==> config.mk <==
export PLATFORM = sky130hd
export DESIGN_NAME = traffic_light_ctrl
export DESIGN_NICKNAME = d
export VERILOG_FILES = /design/src/rtl/traffic_light_ctrl.sv
export SDC_FILE = /design/constraint.sdc
export NUM_CORES = 1
export LEC_CHECK = 0
export CAP_MARGIN = 20
export CORE_MARGIN = 2
export CORE_UTILIZATION = 40
export CTS_BUF_LIST = sky130_fd_sc_hd__clkbuf_16
export DETAILED_ROUTE_END_ITERATION = 10
export DONT_BUFFER_PORTS = 1
export HOLD_SLACK_MARGIN = 0.03
export PLACE_DENSITY = 0.64
export REMOVE_ABC_BUFFERS = 1
export SLEW_MARGIN = 5
export SYNTH_ARGS = -nofsm -noshare
export SYNTH_HDL_FRONTEND = slang
export SYNTH_SLANG_ARGS = --single-unit
==> constraint.sdc <==
create_clock -name clk -period 3.95 [get_ports clk]
set_input_delay 0.395 -clock clk [delete_from_list [all_inputs] [get_ports clk]]
set_output_delay 0.395 -clock clk [all_outputs]
set_load 0.03 [all_outputs]
==> src/rtl/traffic_light_ctrl.sv <==
// Two-road intersection phase sequencer with pedestrian walk phase.
// Lights are Moore-decoded from the state register; phase timing counts tick pulses.
module traffic_light_ctrl #(
    parameter int unsigned GREEN_T  = 10,
    parameter int unsigned YELLOW_T = 3,
    parameter int unsigned ALLRED_T = 1,
    parameter int unsigned WALK_T   = 8,
    parameter int unsigned CNT_W    = 4
) (
    input  logic       clk,
    input  logic       rst,
    input  logic       enable,
    input  logic       tick,
    input  logic       side_req,
    input  logic       ped_req,
    output logic [2:0] main_light,
    output logic [2:0] side_light,
    output logic       walk,
    output logic [2:0] state,
    output logic       phase_change
);

    typedef enum logic [2:0] {
        MainG = 3'd0,
        MainY = 3'd1,
        RedA  = 3'd2,
        SideG = 3'd3,
        SideY = 3'd4,
        Walk  = 3'd5,
        RedB  = 3'd6
    } state_e;

    localparam logic [2:0] LampR = 3'b100;
    localparam logic [2:0] LampY = 3'b010;
    localparam logic [2:0] LampG = 3'b001;

    // Terminal counts: timed states leave on the tick that sees cnt == dur-1.
    localparam logic [CNT_W-1:0] GreenMin   = CNT_W'(GREEN_T);
    localparam logic [CNT_W-1:0] GreenLast  = CNT_W'(GREEN_T - 1);
    localparam logic [CNT_W-1:0] YellowLast = CNT_W'(YELLOW_T - 1);
    localparam logic [CNT_W-1:0] AllRedLast = CNT_W'(ALLRED_T - 1);
    localparam logic [CNT_W-1:0] WalkLast   = CNT_W'(WALK_T - 1);

    state_e           state_q, state_d;
    logic [CNT_W-1:0] cnt_q;
    logic             ped_pend_q;
    logic             phase_change_q;
    logic             adv;
    logic             exit_now;
    logic             cnt_hold;

    always_comb begin
        adv      = enable && tick;
        state_d  = state_q;
        exit_now = 1'b0;
        case (state_q)
            // Minimum-green exit is not tick-gated; any enabled clock may leave.
            MainG: if (enable && cnt_q == GreenMin && (side_req || ped_pend_q)) begin
                exit_now = 1'b1;
                state_d  = MainY;
            end
            MainY: if (adv && cnt_q == YellowLast) begin
                exit_now = 1'b1;
                state_d  = RedA;
            end
            RedA: if (adv && cnt_q == AllRedLast) begin
                exit_now = 1'b1;
                state_d  = ped_pend_q ? Walk : SideG;
            end
            SideG: if (adv && cnt_q == GreenLast) begin
                exit_now = 1'b1;
                state_d  = SideY;
            end
            SideY: if (adv && cnt_q == YellowLast) begin
                exit_now = 1'b1;
                state_d  = RedB;
            end
            Walk: if (adv && cnt_q == WalkLast) begin
                exit_now = 1'b1;
                state_d  = RedB;
            end
            RedB: if (adv && cnt_q == AllRedLast) begin
                exit_now = 1'b1;
                state_d  = MainG;
            end
            default: begin
                exit_now = 1'b1;
                state_d  = MainG;
            end
        endcase
        cnt_hold = (state_q == MainG) && (cnt_q == GreenMin);
    end

    always_ff @(posedge clk) begin
        if (rst) begin
            state_q        <= MainG;
            cnt_q          <= '0;
            ped_pend_q     <= 1'b0;
            phase_change_q <= 1'b0;
        end else begin
            state_q        <= state_d;
            phase_change_q <= exit_now;
            if (exit_now) begin
                cnt_q <= '0;
            end else if (adv && !cnt_hold) begin
                cnt_q <= cnt_q + 1'b1;
            end
            // Serving the walk clears the request even if the button is pressed again.
            if (state_q == RedA && state_d == Walk) begin
                ped_pend_q <= 1'b0;
            end else if (ped_req && state_q != Walk) begin
                ped_pend_q <= 1'b1;
            end
        end
    end

    always_comb begin
        main_light = LampR;
        side_light = LampR;
        walk       = 1'b0;
        case (state_q)
            MainG:   main_light = LampG;
            MainY:   main_light = LampY;
            SideG:   side_light = LampG;
            SideY:   side_light = LampY;
            Walk:    walk       = 1'b1;
            default: ;
        endcase
    end

    assign state        = state_q;
    assign phase_change = phase_change_q;

endmodule

==> metrics.yaml, run 1 <==
crit_path_start_kind: "flop"
syn_area_per_cell_um2: 9.13
hp-class: "input port to flop"
core-area_um2: 1760
combPwrFrac_pct: 6.5
synth.distinct_cells: 47
r2r_slack_ns: 2.09
path_buf_inv: 1
dp_cells: 105
grt_max_degree: 18
initial_utilization_pct: 43.5
chipWidth_um: 47.8
grt_pass1_wl_um: 2690
firstDrtPassIters: 4
swShare_pct: 18.9
max_stage_delay_ns: 0.74
timing.rr.end: "cnt_q[1]"
routedWlPerCell_um: 15.8
switchingPower_uw: 54.7
crit_type: "flop to output pin"
period_needed_ns: 2.37
post_cts_buffers: 0
cts_buffers: 3
n_antenna_cell: 0
synth_seq_area_share_pct: 23.5
cts_resized: 0
finalCritPeriodShare_pct: 60.1
drt-vias-per-instance: 5.94
powerDensity_nw_per_um2: 346
antenna_found_initial: 0
globalRouteTotalUtil_pct: 17.4
pwr-share-clk_pct: 60.1
cts.sink_count: 9
intPower_uw: 235
hp-start: "rst"
totalWireLength_um: 1730
setup_tns_ns: 0
end_kind: "output pin"
final_common_cell: "dfxtp_1"
finalClockSkew_ns: 0.00185
vias: 647
fin_total_pwr_uw: 289
critPathSlowestCell: "dfxtp_1"
place_hpwl_um: 1290
cp.required_ns: 3.56
cts_hold_buffers: 0
cap_violations: 0
gp_congestion: 0.782
final_antenna_net_count: 0
hold_violations: 0
synth_edf_count: 0
synthesis.instances: 84
dieHeight_um: 47.8
ir_drop_uv: 259
io_buffers: 0
clockBufferDepth: 2
ys_ff_latch: 9
relSlewSlack_pct: 47.2
critical-path-top-delay-family: "simple AND/OR/NAND/NOR gates"
htreeDepth: 1
drt_iter0_markers: 27
synthToLayoutAreaGrowth_pct: 8.97
setup_ws_ns: 1.58
min_path_cells: 1
clkSlewWorstSetupHoldPaths_ns: 0.04
die-area_um2: 2280
fin_hold_ws_ns: 0.231
cp_max_fo: 12
grt-ovfl-total: 0
nets: 95
grt_setup_unrepaired: "no"
rows: 15
cts_root_buf: "clkbuf_16"
fin_cells: 109
fmax_mhz: 421
arrival_ns: 1.98
path_cells: "inv_1, and3_1, nor2_1"
rr_startpoint: "state[2]"
cts_tree: "yes"
synth-main-ff-cell: "dfxtp_1"
min_to: "ped_pend_q"
pre_cts_ws_ns: 1.84
synth_area_um2: 767
drv_slew: 0
grt_pass1_vias: 584
final_cell_mix: "dfxtp_1 (9), nor2_1 (7), inv_1 (5)"
yosys_warnings: 0
synthArstFlopShare_pct: 0
tightest_slew_ns: 0.790
layout-drive-gt1-share_pct: 20.2
rr_worst_depth: 4
outcome: "complete, no violations"
p_seq_share_pct: 33.4
clk_latency_ns: 0.23
p_leak_uw: 0.000306
ios: 17
drc: 0
setup_violations: 0
-- sequential cells by signal, indices dropped and copies added (netlist names) --
name,count
cnt_q,4
ped_pend_q,1
state,3
phase_change,1
-- Yosys cell counts, drive strengths merged, types with 2 or more instances --
master	instances	area share [%]
o21ai	4	2.6
nor2	7	3.4
a21oi	3	2.0
nor4b	2	3.1
buf	4	5.4
a31oi	2	1.6
ha	4	6.5
and2	2	1.6
nand2	2	0.98
inv	5	2.4
nor3	4	5.2
and4bb	2	4.2
xnor2	2	2.3
or2	2	1.6
dfxtp	9	23
nand3	4	3.3
o21a	2	2.0
-- cell families after synthesis --
group,Yosys count,synth area share (%)
flops,9,23.5
compound gates,23,22.2
fa+ha+maj,4,6.53
simple gates,34,33.8
xor+xnor,3,3.43
mux,2,2.77
buf+inv,9,7.83
-- final cells by class --
class | instances | area, um2
fill | 186 | 928
multi-input combinational | 66 | 527
sequential | 9 | 180
clock buffer | 3 | 75.1
tap | 25 | 31.3
inverter | 5 | 18.8
clock inverter | 1 | 3.75
-- stage by stage --
stage	cell area [um2]	utilization, %
detailed placement	757	42.9
global route	836	47.4
CTS	836	47.4
finish	836	47.4
global placement	757	42.9
floorplan	726	-
-- layer usage --
layer / routed length (um) / global-route usage, %
met1: 827 / 24.2
met2: 761 / 23.7
met3: 127 / 7.55
met4: 11 / 6.49
met5: 0 / 0
-- worst max path at each step --
stage                  start       endpoint  slack [ns]  cells after the start
floorplan           state[0]  side_light[2]        2.00                      3
CTS                 state[0]  side_light[2]        1.58                      3
global route        state[0]  side_light[2]        1.46                      3
finish              state[0]  side_light[2]        1.58                      3
detailed placement  state[0]  side_light[2]        1.84                      3
global placement    state[0]  side_light[2]        1.83                      3
-- power groups by stage --
stage	clock, uW	combinational [uW]	sequential, uW
after CTS	178	18.9	96.4
final	174	18.9	96.6
after floorplan	0	15.5	97.1
after detailed placement	0	18.6	97.9
after global routing	185	20.7	96.9
after global placement	0	18.4	97.9
Note: power is estimated with default switching activity, not from simulation.
==> run 2, diff against run 1 <==
Settings changed: PLACE_DENSITY 0.64 to 0.66.
Clock period 3.95 ns to 2 ns, I/O delays scaled along.
==> run 2 against run 1 <==
Compared with the run above: final cell count is 11% higher; critical path type is now flop to flop; first-iteration DRC count unchanged; register-to-register slack got worse by 1.8 ns.
==> metrics.yaml, run 2 (synthesized netlist as in run 1, its figures left out) <==
final_cell_mix: "buf_4 (11), dfxtp_1 (9), nor2_1 (7)"
cts_tree: "yes"
grt_max_degree: 12  # -6
cp.required_ns: 2.11  # -1.45 ns
min_to: "state[0]"
tightest_slew_ns: 0.400  # -0.390 ns
cts_buffers: 3  # unchanged
die-area_um2: 2280  # unchanged
hp-start: "rst"
dieHeight_um: 47.8  # unchanged
rows: 15  # unchanged
multi_input_area_um2: 527  # unchanged
rr_worst_depth: 6  # +2
powerDensity_nw_per_um2: 630  # +82%
core-area_um2: 1760  # unchanged
cap_violations: 0  # unchanged
n_antenna_cell: 0  # unchanged
max_stage_delay_ns: 0.35  # -0.39 ns
cts_root_buf: "clkbuf_16"
drt-vias-per-instance: 5.83  # -1.8%
seq_area_um2: 180  # unchanged
cts.sink_count: 9  # unchanged
p_leak_uw: 0.000367  # +20%
layout-drive-gt1-share_pct: 30.2  # +10 points
clk_latency_ns: 0.23  # about the same
firstDrtPassIters: 4  # unchanged
finalCoreUtilization_pct: 52.7  # +5.3 points
outcome: "complete, no violations"
grt_setup_unrepaired: "no"
arrival_ns: 1.79  # -0.19 ns
regMostFlops: "cnt_q"
cts_resized: 0  # unchanged
rr_startpoint: "cnt_q[0]"
chipWidth_um: 47.8  # unchanged
clkSlewWorstSetupHoldPaths_ns: 0.04  # about the same
grt-ovfl-total: 0  # unchanged
antenna_found_initial: 0  # unchanged
routedWlPerCell_um: 16.1  # +1.8%
hold_violations: 0  # unchanged
cp_max_fo: 5  # -7
ir_drop_uv: 882  # +240%
crit_type: "flop to flop"
gp_congestion: 0.857  # +9.5%
nets: 107  # +13%
min_path_cells: 1  # unchanged
nFillCells: 168  # -9.7%
end_kind: "flop"
finalCritPeriodShare_pct: 83.6
grt_pass1_vias: 617  # +5.7%
setup_violations: 0  # unchanged
drv_slew: 0  # unchanged
drt_iter0_markers: 27  # unchanged
io_buffers: 0  # unchanged
drc: 0  # unchanged
r2r_slack_ns: 0.33  # -1.76 ns
clockBufferDepth: 2  # unchanged
totalWireLength_um: 1950  # +13%
hp-class: "input port to flop"
critPathSlowestCell: "or3b_1"
finalClockSkew_ns: 0.00120  # -0.000650 ns
grt_pass1_wl_um: 2850  # +5.9%
timing.rr.end: "state[0]"
crit_path_start_kind: "flop"
final_common_cell: "buf_4"
path_cells: "inv_1, ha_1, or3b_1, a211o_1, a31oi_1, o2bb2ai_1"
setup_tns_ns: 0  # unchanged
synthToLayoutAreaGrowth_pct: 21.2
htreeDepth: 1  # unchanged
largest_reg_flops: 4  # unchanged
globalRouteTotalUtil_pct: 18.7  # +1.2 points
period_needed_ns: 1.67
vias: 705  # +9.0%
initial_utilization_pct: 43.5  # unchanged
final_antenna_net_count: 0  # unchanged
fmax_mhz: 598
place_hpwl_um: 1430  # +10%
relSlewSlack_pct: 73.3  # +26 points
ios: 17  # unchanged
[run 2: cell type report]
class / count / area share (%)
sequential: 9 / 19.4
multi-input combinational: 66 / 56.7
tap: 25 / 3.36
clock inverter: 1 / 0.538
timing repair buffer: 12 / 9.96
clock buffer: 3 / 8.08
inverter: 5 / 2.02
[run 2: worst max-delay path by stage]
stage	startpoint	end	slack [ns]	cells past startpoint
2_1_floorplan	state[0]	side_light[2]	0.24	3
3_3_place_gp	cnt_q[0]	phase_change	0.37	6
3_5_place_dp	cnt_q[0]	phase_change	0.34	6
4_1_cts	cnt_q[0]	phase_change	0.33	6
5_1_grt	cnt_q[0]	state[0]	0.20	6
6_report	cnt_q[0]	state[0]	0.33	6
[run 2: where the power goes]
group / leakage [uW] / switching (uW) / internal [uW]
registers: 0.0000730 / 5.58 / 185
clock network: 0.0000409 / 91.5 / 264
logic: 0.000253 / 20.5 / 19.6
total: 0.000367 / 118 / 468
[run 2: stage by stage]
step	setup slack, ns	instances	hold WS (ns)	area (um2)	total power, uW
finish	0.328	121	0.0780	930	586
global route	0.204	121	0.0784	930	609
CTS	0.330	120	0.0352	920	589
detailed placement	0.341	116	0.280	840	231
global placement	0.368	116	0.275	840	229
floorplan	0.241	80	0.272	726	222
[run 2: layer usage]
metal | GRT usage [%] | vias up | share of wire [%]
met5 | 0 | - | 0
met2 | 24.3 | 35 | 44
met1 | 26.1 | 322 | 44
met4 | 10.3 | 0 | 2.1
met3 | 7.17 | 6 | 9.5
li1 | - | 342 | -
[run 2: critical path: cells and delay by family, from the launching register on]
kind            cells  cell delay, ns
compound gates      3            0.57
buf+inv             1            0.10
simple gates        1            0.35
flops               1            0.34
fa+ha+maj           1            0.19
[run 2: timing repair]
item,in CTS,in global routing
hold buffers,0,1
hold endpoints to repair,0,1
buffers inserted,0,0
